[src/rtl/legv8_pkg.sv]
// Shared LEGv8 core definitions: datapath widths, decoded-control bit layout
// and the source select used when loading the ID/EX main entry.
package legv8_pkg;

    localparam int DATA_W = 64;
    localparam int ADDR_W = 5;
    localparam int CTRL_W = 16;

    // Bit positions inside the packed decoded-control word
    localparam int CTRL_REGWRITE  = 0;
    localparam int CTRL_MEMRD     = 1;
    localparam int CTRL_MEMWR     = 2;
    localparam int CTRL_BRANCH    = 3;
    localparam int CTRL_ALUOP_LSB = 4;
    localparam int CTRL_ALUOP_MSB = 7;

    typedef enum logic [1:0] {
        SRC_HOLD = 2'd0,
        SRC_IN   = 2'd1,
        SRC_SKID = 2'd2
    } main_src_e;

endpackage

[src/rtl/id_ex_stage_if.sv]
// Decode/write-back/execute signal bundle around the ID/EX stage.
// master = the surrounding pipeline, slave = the stage itself.
interface id_ex_stage_if
    import legv8_pkg::*;
#(
    parameter int dataWidth    = DATA_W,
    parameter int addressWidth = ADDR_W,
    parameter int ctrlWidth    = CTRL_W
);
    logic                    in_valid;
    logic                    in_ready;
    logic [addressWidth-1:0] in_rn;
    logic [addressWidth-1:0] in_rm;
    logic [addressWidth-1:0] in_rd;
    logic [dataWidth-1:0]    in_read_data1;
    logic [dataWidth-1:0]    in_read_data2;
    logic [dataWidth-1:0]    in_imm;
    logic [ctrlWidth-1:0]    in_ctrl;

    logic                    wb_reg_write;
    logic [addressWidth-1:0] wb_write_register;
    logic [dataWidth-1:0]    wb_write_data;

    logic                    flush;

    logic                    out_valid;
    logic                    out_ready;
    logic [addressWidth-1:0] out_rn;
    logic [addressWidth-1:0] out_rm;
    logic [addressWidth-1:0] out_rd;
    logic [dataWidth-1:0]    out_op1;
    logic [dataWidth-1:0]    out_op2;
    logic [dataWidth-1:0]    out_imm;
    logic [ctrlWidth-1:0]    out_ctrl;

    modport master (
        output in_valid, in_rn, in_rm, in_rd, in_read_data1, in_read_data2, in_imm, in_ctrl,
        output wb_reg_write, wb_write_register, wb_write_data,
        output flush, out_ready,
        input  in_ready, out_valid, out_rn, out_rm, out_rd, out_op1, out_op2, out_imm, out_ctrl
    );

    modport slave (
        input  in_valid, in_rn, in_rm, in_rd, in_read_data1, in_read_data2, in_imm, in_ctrl,
        input  wb_reg_write, wb_write_register, wb_write_data,
        input  flush, out_ready,
        output in_ready, out_valid, out_rn, out_rm, out_rd, out_op1, out_op2, out_imm, out_ctrl
    );

endinterface

[src/rtl/id_ex_entry.sv]
// One ID/EX storage entry. Load data passes through the write-back bypass on
// the way in, and held operands keep tracking write-back while valid.
module id_ex_entry
    import legv8_pkg::*;
#(
    parameter int dataWidth    = DATA_W,
    parameter int addressWidth = ADDR_W,
    parameter int ctrlWidth    = CTRL_W
) (
    input  logic                    clock,
    input  logic                    reset_n,
    input  logic                    load,
    input  logic                    valid_d,
    input  logic [addressWidth-1:0] ld_rn,
    input  logic [addressWidth-1:0] ld_rm,
    input  logic [addressWidth-1:0] ld_rd,
    input  logic [dataWidth-1:0]    ld_op1,
    input  logic [dataWidth-1:0]    ld_op2,
    input  logic [dataWidth-1:0]    ld_imm,
    input  logic [ctrlWidth-1:0]    ld_ctrl,
    input  logic                    wb_reg_write,
    input  logic [addressWidth-1:0] wb_write_register,
    input  logic [dataWidth-1:0]    wb_write_data,
    output logic                    valid,
    output logic [addressWidth-1:0] rn,
    output logic [addressWidth-1:0] rm,
    output logic [addressWidth-1:0] rd,
    output logic [dataWidth-1:0]    op1,
    output logic [dataWidth-1:0]    op2,
    output logic [dataWidth-1:0]    imm,
    output logic [ctrlWidth-1:0]    ctrl
);

    function automatic logic [dataWidth-1:0] fwd(
        input logic                    we,
        input logic [addressWidth-1:0] wreg,
        input logic [dataWidth-1:0]    wdata,
        input logic [addressWidth-1:0] idx,
        input logic [dataWidth-1:0]    cur
    );
        // No zero-register exemption: x31 forwards like any other index
        return (we && (wreg == idx)) ? wdata : cur;
    endfunction

    always_ff @(posedge clock or negedge reset_n) begin
        if (!reset_n) begin
            valid <= 1'b0;
            rn    <= '0;
            rm    <= '0;
            rd    <= '0;
            op1   <= '0;
            op2   <= '0;
            imm   <= '0;
            ctrl  <= '0;
        end else begin
            valid <= valid_d;
            if (load) begin
                rn   <= ld_rn;
                rm   <= ld_rm;
                rd   <= ld_rd;
                op1  <= fwd(wb_reg_write, wb_write_register, wb_write_data, ld_rn, ld_op1);
                op2  <= fwd(wb_reg_write, wb_write_register, wb_write_data, ld_rm, ld_op2);
                imm  <= ld_imm;
                ctrl <= ld_ctrl;
            end else if (valid) begin
                op1 <= fwd(wb_reg_write, wb_write_register, wb_write_data, rn, op1);
                op2 <= fwd(wb_reg_write, wb_write_register, wb_write_data, rm, op2);
            end
        end
    end

endmodule

[src/rtl/id_ex_stage.sv]
// LEGv8 decode-to-execute stage: two-entry skid buffer (main drives execute,
// skid backs it up) with write-back bypass on capture and while held.
module id_ex_stage
    import legv8_pkg::*;
#(
    parameter int dataWidth    = DATA_W,
    parameter int addressWidth = ADDR_W,
    parameter int ctrlWidth    = CTRL_W
) (
    input  logic         clock,
    input  logic         reset_n,
    id_ex_stage_if.slave bus
);

    logic                    main_valid;
    logic [addressWidth-1:0] main_rn;
    logic [addressWidth-1:0] main_rm;
    logic [addressWidth-1:0] main_rd;
    logic [dataWidth-1:0]    main_op1;
    logic [dataWidth-1:0]    main_op2;
    logic [dataWidth-1:0]    main_imm;
    logic [ctrlWidth-1:0]    main_ctrl;

    logic                    skid_valid;
    logic [addressWidth-1:0] skid_rn;
    logic [addressWidth-1:0] skid_rm;
    logic [addressWidth-1:0] skid_rd;
    logic [dataWidth-1:0]    skid_op1;
    logic [dataWidth-1:0]    skid_op2;
    logic [dataWidth-1:0]    skid_imm;
    logic [ctrlWidth-1:0]    skid_ctrl;

    logic                    accept;
    logic                    drain;
    logic                    main_free;
    main_src_e               main_src;
    logic                    main_load;
    logic                    main_valid_d;
    logic                    skid_load;
    logic                    skid_valid_d;

    logic [addressWidth-1:0] ld_rn;
    logic [addressWidth-1:0] ld_rm;
    logic [addressWidth-1:0] ld_rd;
    logic [dataWidth-1:0]    ld_op1;
    logic [dataWidth-1:0]    ld_op2;
    logic [dataWidth-1:0]    ld_imm;
    logic [ctrlWidth-1:0]    ld_ctrl;

    // in_ready comes straight off the skid valid flop, so it is registered
    assign bus.in_ready = !skid_valid;
    assign accept       = bus.in_valid && !skid_valid;
    assign drain        = main_valid && bus.out_ready;
    assign main_free    = !main_valid || drain;

    // Skid only fills while main is held, so a full skid always sits behind a
    // valid main and in_ready is low whenever it moves forward.
    always_comb begin
        main_src     = SRC_HOLD;
        main_valid_d = main_valid;
        skid_load    = 1'b0;
        skid_valid_d = skid_valid;
        if (bus.flush) begin
            main_valid_d = 1'b0;
            skid_valid_d = 1'b0;
        end else if (main_free) begin
            if (skid_valid) begin
                main_src     = SRC_SKID;
                main_valid_d = 1'b1;
                skid_valid_d = 1'b0;
            end else if (accept) begin
                main_src     = SRC_IN;
                main_valid_d = 1'b1;
            end else begin
                main_valid_d = 1'b0;
            end
        end else if (accept) begin
            skid_load    = 1'b1;
            skid_valid_d = 1'b1;
        end
    end

    assign main_load = (main_src != SRC_HOLD);

    always_comb begin
        ld_rn   = bus.in_rn;
        ld_rm   = bus.in_rm;
        ld_rd   = bus.in_rd;
        ld_op1  = bus.in_read_data1;
        ld_op2  = bus.in_read_data2;
        ld_imm  = bus.in_imm;
        ld_ctrl = bus.in_ctrl;
        if (main_src == SRC_SKID) begin
            ld_rn   = skid_rn;
            ld_rm   = skid_rm;
            ld_rd   = skid_rd;
            ld_op1  = skid_op1;
            ld_op2  = skid_op2;
            ld_imm  = skid_imm;
            ld_ctrl = skid_ctrl;
        end
    end

    id_ex_entry #(
        .dataWidth(dataWidth), .addressWidth(addressWidth), .ctrlWidth(ctrlWidth)
    ) u_main (
        .clock(clock), .reset_n(reset_n),
        .load(main_load), .valid_d(main_valid_d),
        .ld_rn(ld_rn), .ld_rm(ld_rm), .ld_rd(ld_rd),
        .ld_op1(ld_op1), .ld_op2(ld_op2), .ld_imm(ld_imm), .ld_ctrl(ld_ctrl),
        .wb_reg_write(bus.wb_reg_write), .wb_write_register(bus.wb_write_register),
        .wb_write_data(bus.wb_write_data),
        .valid(main_valid), .rn(main_rn), .rm(main_rm), .rd(main_rd),
        .op1(main_op1), .op2(main_op2), .imm(main_imm), .ctrl(main_ctrl)
    );

    id_ex_entry #(
        .dataWidth(dataWidth), .addressWidth(addressWidth), .ctrlWidth(ctrlWidth)
    ) u_skid (
        .clock(clock), .reset_n(reset_n),
        .load(skid_load), .valid_d(skid_valid_d),
        .ld_rn(bus.in_rn), .ld_rm(bus.in_rm), .ld_rd(bus.in_rd),
        .ld_op1(bus.in_read_data1), .ld_op2(bus.in_read_data2),
        .ld_imm(bus.in_imm), .ld_ctrl(bus.in_ctrl),
        .wb_reg_write(bus.wb_reg_write), .wb_write_register(bus.wb_write_register),
        .wb_write_data(bus.wb_write_data),
        .valid(skid_valid), .rn(skid_rn), .rm(skid_rm), .rd(skid_rd),
        .op1(skid_op1), .op2(skid_op2), .imm(skid_imm), .ctrl(skid_ctrl)
    );

    assign bus.out_valid = main_valid;
    assign bus.out_rn    = main_rn;
    assign bus.out_rm    = main_rm;
    assign bus.out_rd    = main_rd;
    assign bus.out_op1   = main_op1;
    assign bus.out_op2   = main_op2;
    assign bus.out_imm   = main_imm;
    assign bus.out_ctrl  = main_ctrl;

endmodule

[src/flat_wrapper.sv]
// flat-port wrapper written by rule: the top's interface ports become plain ports
module id_ex_stage_flat import legv8_pkg::*;
#(
    parameter int dataWidth    = DATA_W,
    parameter int addressWidth = ADDR_W,
    parameter int ctrlWidth    = CTRL_W
)
  (clock, reset_n, bus_in_valid, bus_in_rn, bus_in_rm, bus_in_rd, bus_in_read_data1, bus_in_read_data2, bus_in_imm, bus_in_ctrl, bus_wb_reg_write, bus_wb_write_register, bus_wb_write_data, bus_flush, bus_out_ready, bus_in_ready, bus_out_valid, bus_out_rn, bus_out_rm, bus_out_rd, bus_out_op1, bus_out_op2, bus_out_imm, bus_out_ctrl);
  id_ex_stage_if #(.dataWidth(dataWidth), .addressWidth(addressWidth), .ctrlWidth(ctrlWidth)) bus_i ();
  input  logic clock;
  input  logic reset_n;
  input wire logic [$bits(bus_i.in_valid)-1:0] bus_in_valid;
  input wire logic [$bits(bus_i.in_rn)-1:0] bus_in_rn;
  input wire logic [$bits(bus_i.in_rm)-1:0] bus_in_rm;
  input wire logic [$bits(bus_i.in_rd)-1:0] bus_in_rd;
  input wire logic [$bits(bus_i.in_read_data1)-1:0] bus_in_read_data1;
  input wire logic [$bits(bus_i.in_read_data2)-1:0] bus_in_read_data2;
  input wire logic [$bits(bus_i.in_imm)-1:0] bus_in_imm;
  input wire logic [$bits(bus_i.in_ctrl)-1:0] bus_in_ctrl;
  input wire logic [$bits(bus_i.wb_reg_write)-1:0] bus_wb_reg_write;
  input wire logic [$bits(bus_i.wb_write_register)-1:0] bus_wb_write_register;
  input wire logic [$bits(bus_i.wb_write_data)-1:0] bus_wb_write_data;
  input wire logic [$bits(bus_i.flush)-1:0] bus_flush;
  input wire logic [$bits(bus_i.out_ready)-1:0] bus_out_ready;
  output wire logic [$bits(bus_i.in_ready)-1:0] bus_in_ready;
  output wire logic [$bits(bus_i.out_valid)-1:0] bus_out_valid;
  output wire logic [$bits(bus_i.out_rn)-1:0] bus_out_rn;
  output wire logic [$bits(bus_i.out_rm)-1:0] bus_out_rm;
  output wire logic [$bits(bus_i.out_rd)-1:0] bus_out_rd;
  output wire logic [$bits(bus_i.out_op1)-1:0] bus_out_op1;
  output wire logic [$bits(bus_i.out_op2)-1:0] bus_out_op2;
  output wire logic [$bits(bus_i.out_imm)-1:0] bus_out_imm;
  output wire logic [$bits(bus_i.out_ctrl)-1:0] bus_out_ctrl;
  assign bus_i.in_valid = bus_in_valid;
  assign bus_i.in_rn = bus_in_rn;
  assign bus_i.in_rm = bus_in_rm;
  assign bus_i.in_rd = bus_in_rd;
  assign bus_i.in_read_data1 = bus_in_read_data1;
  assign bus_i.in_read_data2 = bus_in_read_data2;
  assign bus_i.in_imm = bus_in_imm;
  assign bus_i.in_ctrl = bus_in_ctrl;
  assign bus_i.wb_reg_write = bus_wb_reg_write;
  assign bus_i.wb_write_register = bus_wb_write_register;
  assign bus_i.wb_write_data = bus_wb_write_data;
  assign bus_i.flush = bus_flush;
  assign bus_i.out_ready = bus_out_ready;
  assign bus_in_ready = bus_i.in_ready;
  assign bus_out_valid = bus_i.out_valid;
  assign bus_out_rn = bus_i.out_rn;
  assign bus_out_rm = bus_i.out_rm;
  assign bus_out_rd = bus_i.out_rd;
  assign bus_out_op1 = bus_i.out_op1;
  assign bus_out_op2 = bus_i.out_op2;
  assign bus_out_imm = bus_i.out_imm;
  assign bus_out_ctrl = bus_i.out_ctrl;
  id_ex_stage #(.dataWidth(dataWidth), .addressWidth(addressWidth), .ctrlWidth(ctrlWidth)) u_core (.clock(clock), .reset_n(reset_n), .bus(bus_i));
endmodule
[config.mk]
export PLATFORM = sky130hd
export DESIGN_NAME = id_ex_stage_flat
export DESIGN_NICKNAME = d
export VERILOG_FILES = /design/src/rtl/legv8_pkg.sv /design/src/rtl/id_ex_stage_if.sv /design/src/rtl/id_ex_entry.sv /design/src/rtl/id_ex_stage.sv /design/src/flat_wrapper.sv
export SDC_FILE = /design/constraint.sdc
export NUM_CORES = 1
export LEC_CHECK = 0
export BUFFER_PORTS_ARGS = -buffer_cell sky130_fd_sc_hd__buf_2
export CAP_MARGIN = 25
export CORE_UTILIZATION = 49
export CTS_BUF_LIST = sky130_fd_sc_hd__clkbuf_16
export DETAILED_ROUTE_END_ITERATION = 8
export GPL_ROUTABILITY_DRIVEN = 0
export PLACE_DENSITY = 0.84
export SLEW_MARGIN = 20
export SYNTH_ARGS = -nofsm -noshare
export SYNTH_HDL_FRONTEND = slang
export SYNTH_HIERARCHICAL = 1
export SYNTH_SLANG_ARGS = --single-unit
[constraint.sdc]
create_clock -name clock -period 2.5 [get_ports clock]
set_input_delay 0.125 -clock clock [delete_from_list [all_inputs] [get_ports clock]]
set_output_delay 0.125 -clock clock [all_outputs]
set_load 0.01 [all_outputs]
==> summary.txt, run 1 <==
Power
  • Flop pwr share: 0.451
  • Pleak: 14.6 nW
  • IR Drop Worst-Case VDD: 0.545 mV
  • Gate power share: 0.237
  • Clock power share: 0.312
  • Net switching power: 6.47 mW
  • Pwr/cell area: 729 nW/um2
  • Int Pwr: 15.4 mW
  • Switching Share: 0.296

Worst setup path
  • WS Path Type: flip-flop to flip-flop
  • CP max-delay cell: dfrtp_2
  • Worst R2R Start: u_core/u_main/valid$_DFF_PN0_
  • Critical Path Start: u_core/u_main/valid$_DFF_PN0_
  • CP Launch Type: flip-flop
  • CP Data Required Time: 2950 ps
  • CP Buf/Inv Count: 4
  • Worst path max stage delay: 410 ps
  • Data arrival, critical path: 3290 ps
  • Crit-path leading delay family: compound AO/OA/AOI/OAI gates
  • Worst Path Max Fanout: 8
  • Worst Setup End Kind: flip-flop
  • Critical-path cell list: nor2b_4 > nor3_4 > buf_12 > buf_8 > mux2_4 > xor2_2 > nor3_4 > a31oi_4 > buf_6 > buf_12 > a22o_4 > a21o_1

Logic synthesis
  • Netlist cell types: 29
  • Post-Syn Instances: 1582
  • Post-Syn Nets: 1880
  • Syn avg cell area: 13.7 um2
  • Post-synth ARST share: 1.00
  • Yosys warnings: 6
  • Post-synth EDFFs: 0
  • Top FF cell, synth: dfrtp_1
  • Synthesized area: 21700 um2
  • Register area share after synthesis: 0.517
  • Yosys reg bits: 448

Layout
  • Design Area, Final: 29900 um2
  • Area grow syn2layout: 38.1%
  • Fraction of layout cells with a size suffix above 1: 0.425
  • NumNets Final: 2699
  • Cell Count, Final, Fillers Out: 3033

STA
  • Relative slew slack: 0.577
  • Final hold violations: 0
  • Hold_ws: 82.3 ps
  • Fin Clk Skew: 22.7 ps
  • Final setup vio count: 203
  • Slew @ Worst Pin: 635 ps
  • Max Clock Freq: 353 MHz
  • Final Max Slew Viols: 0
  • RSZ-0062 raised after global routing: true
  • Final worst setup slack: -335 ps
  • Final Critical Period: 2830 ps
  • Final period util: 1.13

Routing
  • Drt via density: 6.08
  • Final ANT Viol Nets: 0
  • First-pass iteration count of the detailed router: 5
  • Via count: 18400
  • DRT Wirelength: 78900 um
  • DRC errors left: 0
  • Drt first-iter violations: 1872
  • WL per Instance: 26.0 um

Clocking
  • # H-tree levels: 2
  • Total CTS buffers: 47
  • Root buffer cell: clkbuf_16
  • Clock slew at reported path FFs: 70 ps
  • Max Root-Sink Buffers: 3
  • # clock sinks: 448
  • Latest clock arrival within the worst-skew pair: 580 ps
  • CTS tree: built

Placed design
  • DP HPWL: 43100 um
  • I/O Buffers: 522
  • DP Cell Count: 2622
  • Post-DP Area: 25000 um2

GRT
  • GRT Overall Usage: 0.337
  • Initial antenna violation count: 10
  • Largest net degree at the start of global routing: 91
  • Grt ovf: 0
  • Vias in the first global route: 20500
  • Global-route wire length before repair: 116000 um

Status
  • Status: complete, but fails checks
  • Violated checks: negative setup slack

Die
  • Chip height: 212 um
  • Die area: 45100 um2
  • Core area: 43400 um2
  • Top-Level Pins: 523
  • Site Rows: 76
  • Die W: 212 um
  • Initial Util: 0.500

Worst hold path
  • Hold crit path type: primary input to async pin

Job
  • Max_cap viols: 0
-- cell type report --
type	instances	area, um2
Antenna cell	10	25.0
Clock buffer	48	1200
Clock inverter	38	258
Fill cell	2681	13400
Inverter	3	11.3
Multi-Input combinational cell	1011	9850
Sequential cell	448	11200
Tap cell	585	732
Timing Repair Buffer	890	6660
-- Yosys cell counts (9+ instances only) --
library cell	count	area, um2
mux2_1	110	1240
dfrtp_1	448	11200
a22o_1	128	1120
nor2_1	9	33.8
and2_1	128	801
buf_4	16	120
xor2_1	40	350
a221o_1	128	1280
buf_2	46	230
mux2_2	303	3410
buf_6	36	405
a21o_1	128	961
clkbuf_1	14	52.6
-- routing by layer --
metal / part of all wire / up-vias / global-route usage
met4: 0.055 / 4 / 0.219
met1: 0.36 / 9177 / 0.383
met5: 0.00034 / - / 0
met3: 0.10 / 357 / 0.103
met2: 0.48 / 1282 / 0.549
li1: - / 7629 / -
-- cell families (layout without fill, tap and decap cells) --
family	Yosys count	in the layout	share of synthesized area
AO/OA/AOI/OAI	397	397	0.166
flip-flops	448	448	0.517
other	0	10	0
AND/OR/NAND/NOR	161	161	0.0473
XOR/XNOR	40	40	0.0162
multiplexers	413	413	0.214
buffers and inverters	123	979	0.0392
-- what timing repair did --
action | 4_1_cts | 5_1_grt
hold endpoints to repair | 530 | 0
setup endpoints to repair | 128 | 220
setup buffers | 10 | 6
pin swaps | 17 | 9
hold buffers | 292 | 0
cloned | 4 | 6
resized for setup | 45 | 22
-- stage by stage --
| stage | utilization | setup slack, ps | power, mW | TNS [ps] |
|---|---|---|---|---|
| after floorplan | - | -204 | 12.2 | -22670 |
| after global placement | 0.576 | -129 | 13.9 | -11410 |
| after detailed placement | 0.576 | -220 | 14.2 | -19220 |
| after CTS | 0.685 | -251 | 21.4 | -26020 |
| after global routing | 0.690 | -420 | 22.6 | -55730 |
| final | 0.691 | -335 | 21.8 | -31680 |
-- flip-flops by register name, summed over array words and instances (netlist names), 16 cells and up --
| register | cells |
|---|---|
| u_core/u_skid/ctrl | 16 |
| u_core/u_main/imm | 64 |
| u_core/u_main/op2 | 64 |
| u_core/u_main/ctrl | 16 |
| u_core/u_skid/imm | 64 |
| u_core/u_skid/op1 | 64 |
| u_core/u_main/op1 | 64 |
| u_core/u_skid/op2 | 64 |
-- power by group through the flow --
stage / Clock (mW) / Sequential (mW) / Combinational, mW
2_1_floorplan: 0 / 9.90 / 2.33
4_1_cts: 6.83 / 9.69 / 4.91
5_1_grt: 7.16 / 9.96 / 5.47
3_5_place_dp: 0 / 9.79 / 4.42
3_3_place_gp: 0 / 9.66 / 4.23
6_report: 6.81 / 9.84 / 5.18
-- placed cells by master (no fill, tap or decap), types with 5 or more instances in the layout --
cell type / count
clkinv_2: 11
nor2_1: 8
clkinv_1: 13
a22o_1: 127
buf_2: 521
inv_1: 10
mux2_1: 110
a221o_1: 128
xor2_1: 36
mux2_2: 295
and2_4: 38
buf_4: 31
diode_2: 10
buf_12: 30
dlygate4sd3_1: 292
nor3_2: 5
clkbuf_16: 51
and2_1: 90
buf_6: 7
mux2_4: 8
dfrtp_1: 447
nor3_4: 5
a21o_1: 128
-- worst paths after layout --
path | end | slack (ps) | cells after the start
max in group asynchronous | u_core/u_main/op2[35]$_DFFE_PN0P_ | 1500 | 3
setup / recovery | u_core/u_main/op2[58]$_DFFE_PN0P_ | -330 | 12
setup reg to reg | u_core/u_main/op2[58]$_DFFE_PN0P_ | -330 | 12
hold / removal | u_core/u_skid/imm[49]$_DFFE_PN0P_ | 80 | 2
min in group clock | u_core/u_skid/imm[52]$_DFFE_PN0P_ | 330 | 3
hold reg to reg | u_core/u_skid/ctrl[6]$_DFFE_PN0P_ | 500 | 1
Note: power is estimated with default switching activity, not from simulation.
==> run 2: changes to the inputs <==
- clock period: 2.5 -> 2.4 ns (I/O delays scaled with it)
==> run 2 against run 1 <==
  * The run still ends with negative setup slack left
  * Total power rose by 2.9%
  * Count of clock-buffer cells in the layout increased by 1
  * Non-clock buffer count down 6
  * Global-route usage decreased by 0.86 points
  * Cell area fell by 0.64%
  * Routed wire length decreased by 2.7%
  * Hold slack gained 73 ps
  * Cell count fell by 0.20%
  * Combinational power up 2%
  * Sequential share of layout area increased by 0.24 points
  * Critical endpoint is now u_core/u_main/op2[17]$_DFFE_PN0P_
==> summary.txt, run 2 (synthesis gave the netlist of run 1 again) <==
Clocking
  • # H-tree levels: 2
  • Root buffer cell: clkbuf_16
  • # clock sinks: 448
  • Total CTS buffers: 47
  • CTS tree: built
  • Max Root-Sink Buffers: 3
  • Clock slew at reported path FFs: 70 ps
  • Latest clock arrival within the worst-skew pair: 580 ps

Worst setup path
  • R2r endpoint: u_core/u_main/op2[17]$_DFFE_PN0P_
  • CP Buf/Inv Count: 3
  • CP max-delay cell: dfrtp_2
  • Worst path max stage delay: 400 ps
  • Crit-path leading delay family: simple AND/OR/NAND/NOR gates
  • Data arrival, critical path: 3230 ps
  • CP Data Required Time: 2870 ps
  • CP most frequent cell: buf_12
  • Reg2Reg Setup Slack: -360 ps
  • Worst Setup End Kind: flip-flop
  • Reg2reg path depth: 11
  • Worst R2R Start: u_core/u_main/valid$_DFF_PN0_
  • Critical-path cell list: nor2b_4 > nor3_4 > buf_12 > mux2_4 > xor2_2 > nor3_2 > a31oi_4 > buf_12 > clkbuf_16 > a22o_1 > a21o_1
  • WS Path Type: flip-flop to flip-flop
  • Worst Path Max Fanout: 17
  • CP Launch Type: flip-flop

GRT
  • GRT Overall Usage: 0.328
  • Global-route wire length before repair: 114000 um
  • Global routing met3 resource utilization: 0.108
  • GR Util met2: 0.548
  • GR peak layer: met2
  • Initial antenna violation count: 14
  • Vias in the first global route: 20300
  • Largest net degree at the start of global routing: 114
  • Grt ovf: 0
  • M1 GR Usage: 0.370

Status
  • Status: complete, but fails checks
  • Violated checks: negative setup slack

Routing
  • DRC errors left: 0
  • Drt first-iter violations: 1860
  • Via count: 18200
  • Drt via density: 6.02
  • WL per Instance: 25.3 um
  • First-pass iteration count of the detailed router: 6
  • DRT Wirelength: 76700 um
  • Final ANT Viol Nets: 0

STA
  • Hold_ws: 155 ps
  • Final hold violations: 0
  • Final Max Slew Viols: 0
  • Final period util: 1.15
  • Relative slew slack: 0.425
  • Final setup vio count: 128
  • RSZ-0062 raised after global routing: true
  • Fin Setup TNS: -36470 ps
  • Max Clock Freq: 362 MHz
  • Fin Clk Skew: 15.8 ps
  • Final Critical Period: 2760 ps
  • Slew @ Worst Pin: 863 ps
  • Final worst setup slack: -364 ps

Layout
  • Most common cell after layout, fill and taps aside: buf_2
  • Fraction of layout cells with a size suffix above 1: 0.408
  • Filler cell count: 2701
  • Most frequent cells in the layout: 521 x buf_2, 447 x dfrtp_1, 298 x mux2_2
  • Area grow syn2layout: 37.2%
  • NumNets Final: 2693

Die
  • Site Rows: 76
  • Initial Util: 0.500
  • Chip height: 212 um
  • Die W: 212 um
  • Die area: 45100 um2
  • Top-Level Pins: 523
  • Core area: 43400 um2

Power
  • Pleak: 14.5 nW
  • Pwr/cell area: 755 nW/um2
  • IR Drop Worst-Case VDD: 0.650 mV

Job
  • Max_cap viols: 0

Placed design
  • I/O Buffers: 522
  • DP HPWL: 42900 um

Worst hold path
  • Hold crit path type: primary input to async pin
## run 2: worst max-delay path by stage
stage	start	to	slack, ps	cells after the start
finish	u_core/u_main/valid$_DFF_PN0_	u_core/u_main/op2[17]$_DFFE_PN0P_	-360	11
global route	u_core/u_main/valid$_DFF_PN0_	u_core/u_main/op1[41]$_DFFE_PN0P_	-440	11
CTS	u_core/u_main/valid$_DFF_PN0_	u_core/u_main/op1[35]$_DFFE_PN0P_	-270	11
detailed placement	u_core/u_main/valid$_DFF_PN0_	u_core/u_main/op1[35]$_DFFE_PN0P_	-300	10
global placement	u_core/u_main/valid$_DFF_PN0_	u_core/u_main/op1[63]$_DFFE_PN0P_	-220	10
floorplan	u_core/u_main/valid$_DFF_PN0_	u_core/u_main/op1[16]$_DFFE_PN0P_	-300	11
## run 2: final cells by class
class / count / area (um2) / share of cell area
antenna: 13 / 32.5 / 0.00109
clock buffer: 49 / 1230 / 0.0412
clock inverter: 34 / 198 / 0.00664
inverter: 3 / 11.3 / 0.000378
multi-input combinational: 1011 / 9720 / 0.327
sequential: 448 / 11200 / 0.377
tap: 585 / 732 / 0.0246
timing repair buffer: 884 / 6630 / 0.223
## run 2: routing by layer
layer	up-vias	wire [um]
li1	7619	-
met1	9068	27900
met2	1226	37000
met3	312	7890
met4	4	3840
met5	-	27
## run 2: worst register-to-register path: cells and delay by family (launching register included)
kind            cells  cell delay (ps)
simple gates        3              680
buf+inv             3              570
compound gates      3              540
flops               1              400
mux                 1              330
xor+xnor            1              150
## run 2: where the power goes
part           internal (mW)  switching, mW  leakage, nW
clock network           3.88           3.07        0.737
registers               9.18           1.03         5.51
logic                   2.82           2.47         8.23
## run 2: timing repair
item                                    in CTS  in global routing
endpoints found under the setup margin     128                211
resized for setup                            3                 10
endpoints found under the hold margin      507                  0
gates cloned                                 0                  7
pin swaps                                    1                 11
buffers inserted                             1                  9
hold buffers                               292                  0
## run 2: per-stage QoR
step	std cells	power (mW)	util	setup WS (ps)	cell area (um2)
after floorplan	1582	12.7	-	-304	21700
after global placement	2622	14.5	0.578	-219	25100
after detailed placement	2622	14.8	0.578	-298	25100
after CTS	2998	22.1	0.679	-273	29400
after global routing	3024	23.3	0.686	-437	29800
final	3027	22.5	0.686	-364	29800
==> run 3: changes to the inputs <==
- PLACE_DENSITY: 0.84 -> 0.77
- SKIP_LAST_GASP: not set -> 1
==> run 3 against run 2 <==
  * The flow still finishes with violations (negative setup slack)
  * Utilization increased by 1.4 points
  * Die area unchanged
  * Sequential cell count unchanged
  * Sequential share of layout area decreased by 0.77 points
  * Maximum frequency decreased by 0.73%
  * Clock power increased by 7.5%
  * Cell area increased by 2.1%
  * Worst setup slack got worse by 20 ps
==> summary.txt, run 3 (synthesis gave the netlist of run 1 again) <==
Worst setup path
  • CP Launch Type: flip-flop
  • CP Buf/Inv Count: 4
  • Worst Setup End Kind: flip-flop
  • Reg2reg path depth: 12
  • Worst Path Max Fanout: 7
  • CP max-delay cell: dfrtp_2
  • Worst path max stage delay: 400 ps
  • Critical Path Start: u_core/u_main/valid$_DFF_PN0_
  • R2r endpoint: u_core/u_main/op1[48]$_DFFE_PN0P_
  • Crit-path leading delay family: simple AND/OR/NAND/NOR gates
  • Reg2Reg Setup Slack: -380 ps
  • CP most frequent cell: buf_12
  • WS Path Type: flip-flop to flip-flop
  • Worst R2R Start: u_core/u_main/valid$_DFF_PN0_
  • CP Data Required Time: 2850 ps
  • Data arrival, critical path: 3230 ps
  • Critical-path cell list: nor2b_4 > nor3_4 > buf_12 > mux2_4 > xor2_1 > nor3_2 > buf_4 > a31oi_4 > buf_12 > buf_16 > and2_1 > a221o_1

Routing
  • First-pass iteration count of the detailed router: 5
  • DRC errors left: 0
  • WL per Instance: 25.0 um
  • Drt via density: 5.94
  • Drt first-iter violations: 1858
  • DRT Wirelength: 76600 um
  • Via count: 18200
  • Final ANT Viol Nets: 0

GRT
  • Largest net degree at the start of global routing: 88
  • Grt ovf: 0
  • Initial antenna violation count: 18
  • Global-route wire length before repair: 112000 um
  • GRT Overall Usage: 0.324
  • Vias in the first global route: 19600

Power
  • Net switching power: 6.62 mW
  • Gate power share: 0.232
  • Int Pwr: 16.4 mW
  • IR Drop Worst-Case VDD: 0.635 mV
  • Clock power share: 0.325
  • Switching Share: 0.288
  • Flop pwr share: 0.443
  • Pwr/cell area: 756 nW/um2
  • Pleak: 14.8 nW

Die
  • Site Rows: 76
  • Die area: 45100 um2
  • Core area: 43400 um2
  • Top-Level Pins: 523
  • Chip height: 212 um
  • Initial Util: 0.500
  • Die W: 212 um

Layout
  • Area grow syn2layout: 40.1%
  • NumNets Final: 2723
  • Most frequent cells in the layout: 521 x buf_2, 447 x dfrtp_1, 295 x mux2_2
  • Filler cell count: 2761
  • Finished Core Util: 0.701
  • Fraction of layout cells with a size suffix above 1: 0.417
  • Multi-input gate area: 9750 um2
  • Cell Count, Final, Fillers Out: 3063
  • Most common cell after layout, fill and taps aside: buf_2
  • Seq. cell area: 11200 um2

STA
  • Max Clock Freq: 359 MHz
  • Final period util: 1.16
  • Hold_ws: 97.0 ps
  • Final Critical Period: 2780 ps
  • Final hold violations: 0
  • Fin Clk Skew: 14.9 ps
  • RSZ-0062 raised after global routing: true
  • Final setup vio count: 128
  • Relative slew slack: 0.592
  • Slew @ Worst Pin: 612 ps
  • Final Max Slew Viols: 0
  • Final worst setup slack: -385 ps
  • Fin Setup TNS: -37310 ps

Worst hold path
  • Hold crit path type: primary input to async pin

Clocking
  • CTS tree: built
  • Latest clock arrival within the worst-skew pair: 590 ps
  • Max Root-Sink Buffers: 3
  • Clock slew at reported path FFs: 60 ps
  • Root buffer cell: clkbuf_16
  • Total CTS buffers: 49
  • # clock sinks: 448
  • # H-tree levels: 2

Status
  • Status: complete, but fails checks
  • Violated checks: negative setup slack

Placed design
  • I/O Buffers: 522
  • DP HPWL: 43500 um
  • DP Cell Count: 2629

Job
  • Max_cap viols: 0
run 3: worst max path at each step:
stage          slack, ps                                end  depth (start not counted)
2_1_floorplan       -300  u_core/u_main/op1[16]$_DFFE_PN0P_                         11
3_3_place_gp        -240  u_core/u_main/op1[63]$_DFFE_PN0P_                         10
3_5_place_dp        -330  u_core/u_main/op1[62]$_DFFE_PN0P_                         10
4_1_cts             -310  u_core/u_main/op1[51]$_DFFE_PN0P_                         12
5_1_grt             -480  u_core/u_main/op1[48]$_DFFE_PN0P_                         12
6_report            -380  u_core/u_main/op1[48]$_DFFE_PN0P_                         12
run 3: power by group through the flow:
stage          Combinational [mW]  Clock (mW)  Sequential (mW)
2_1_floorplan                2.43           0             10.3
3_3_place_gp                 4.44           0             10.1
3_5_place_dp                 4.59           0             10.2
4_1_cts                      5.08        7.54             10.1
5_1_grt                      5.65        7.86             10.3
6_report                     5.32        7.47             10.2
run 3: stage by stage:
stage | cell area, um2 | power (mW) | setup slack (ps)
final | 30400 | 23.0 | -385
after global routing | 30400 | 23.9 | -476
after CTS | 29800 | 22.7 | -307
after detailed placement | 25100 | 14.8 | -332
after global placement | 25100 | 14.5 | -244
after floorplan | 21700 | 12.7 | -304
run 3: layer usage:
layer | vias to the layer above | routed length, um | share of wire | GRT usage
met3 | 258 | 7370 | 0.096 | 0.0925
met1 | 9116 | 29000 | 0.38 | 0.383
li1 | 7691 | - | - | -
met2 | 1121 | 36800 | 0.48 | 0.539
met5 | - | 74 | 0.00097 | 0
met4 | 10 | 3360 | 0.044 | 0.159
run 3: cell type report:
| class | count | area share |
|---|---|---|
| clock buffer | 51 | 0.0420 |
| inverter | 3 | 0.000371 |
| timing repair buffer | 912 | 0.232 |
| multi-input combinational | 1011 | 0.321 |
| tap | 585 | 0.0241 |
| sequential | 448 | 0.369 |
| clock inverter | 39 | 0.00976 |
| antenna | 14 | 0.00115 |
run 3: repair_timing:
| action | in CTS | in global routing |
|---|---|---|
| gates resized for setup | 11 | 20 |
| buffers inserted | 9 | 14 |
| hold buffers | 292 | 0 |
| cloned | 4 | 13 |
| endpoints found under the hold margin | 540 | 0 |
| endpoints found under the setup margin | 134 | 295 |
| pin swaps | 3 | 5 |
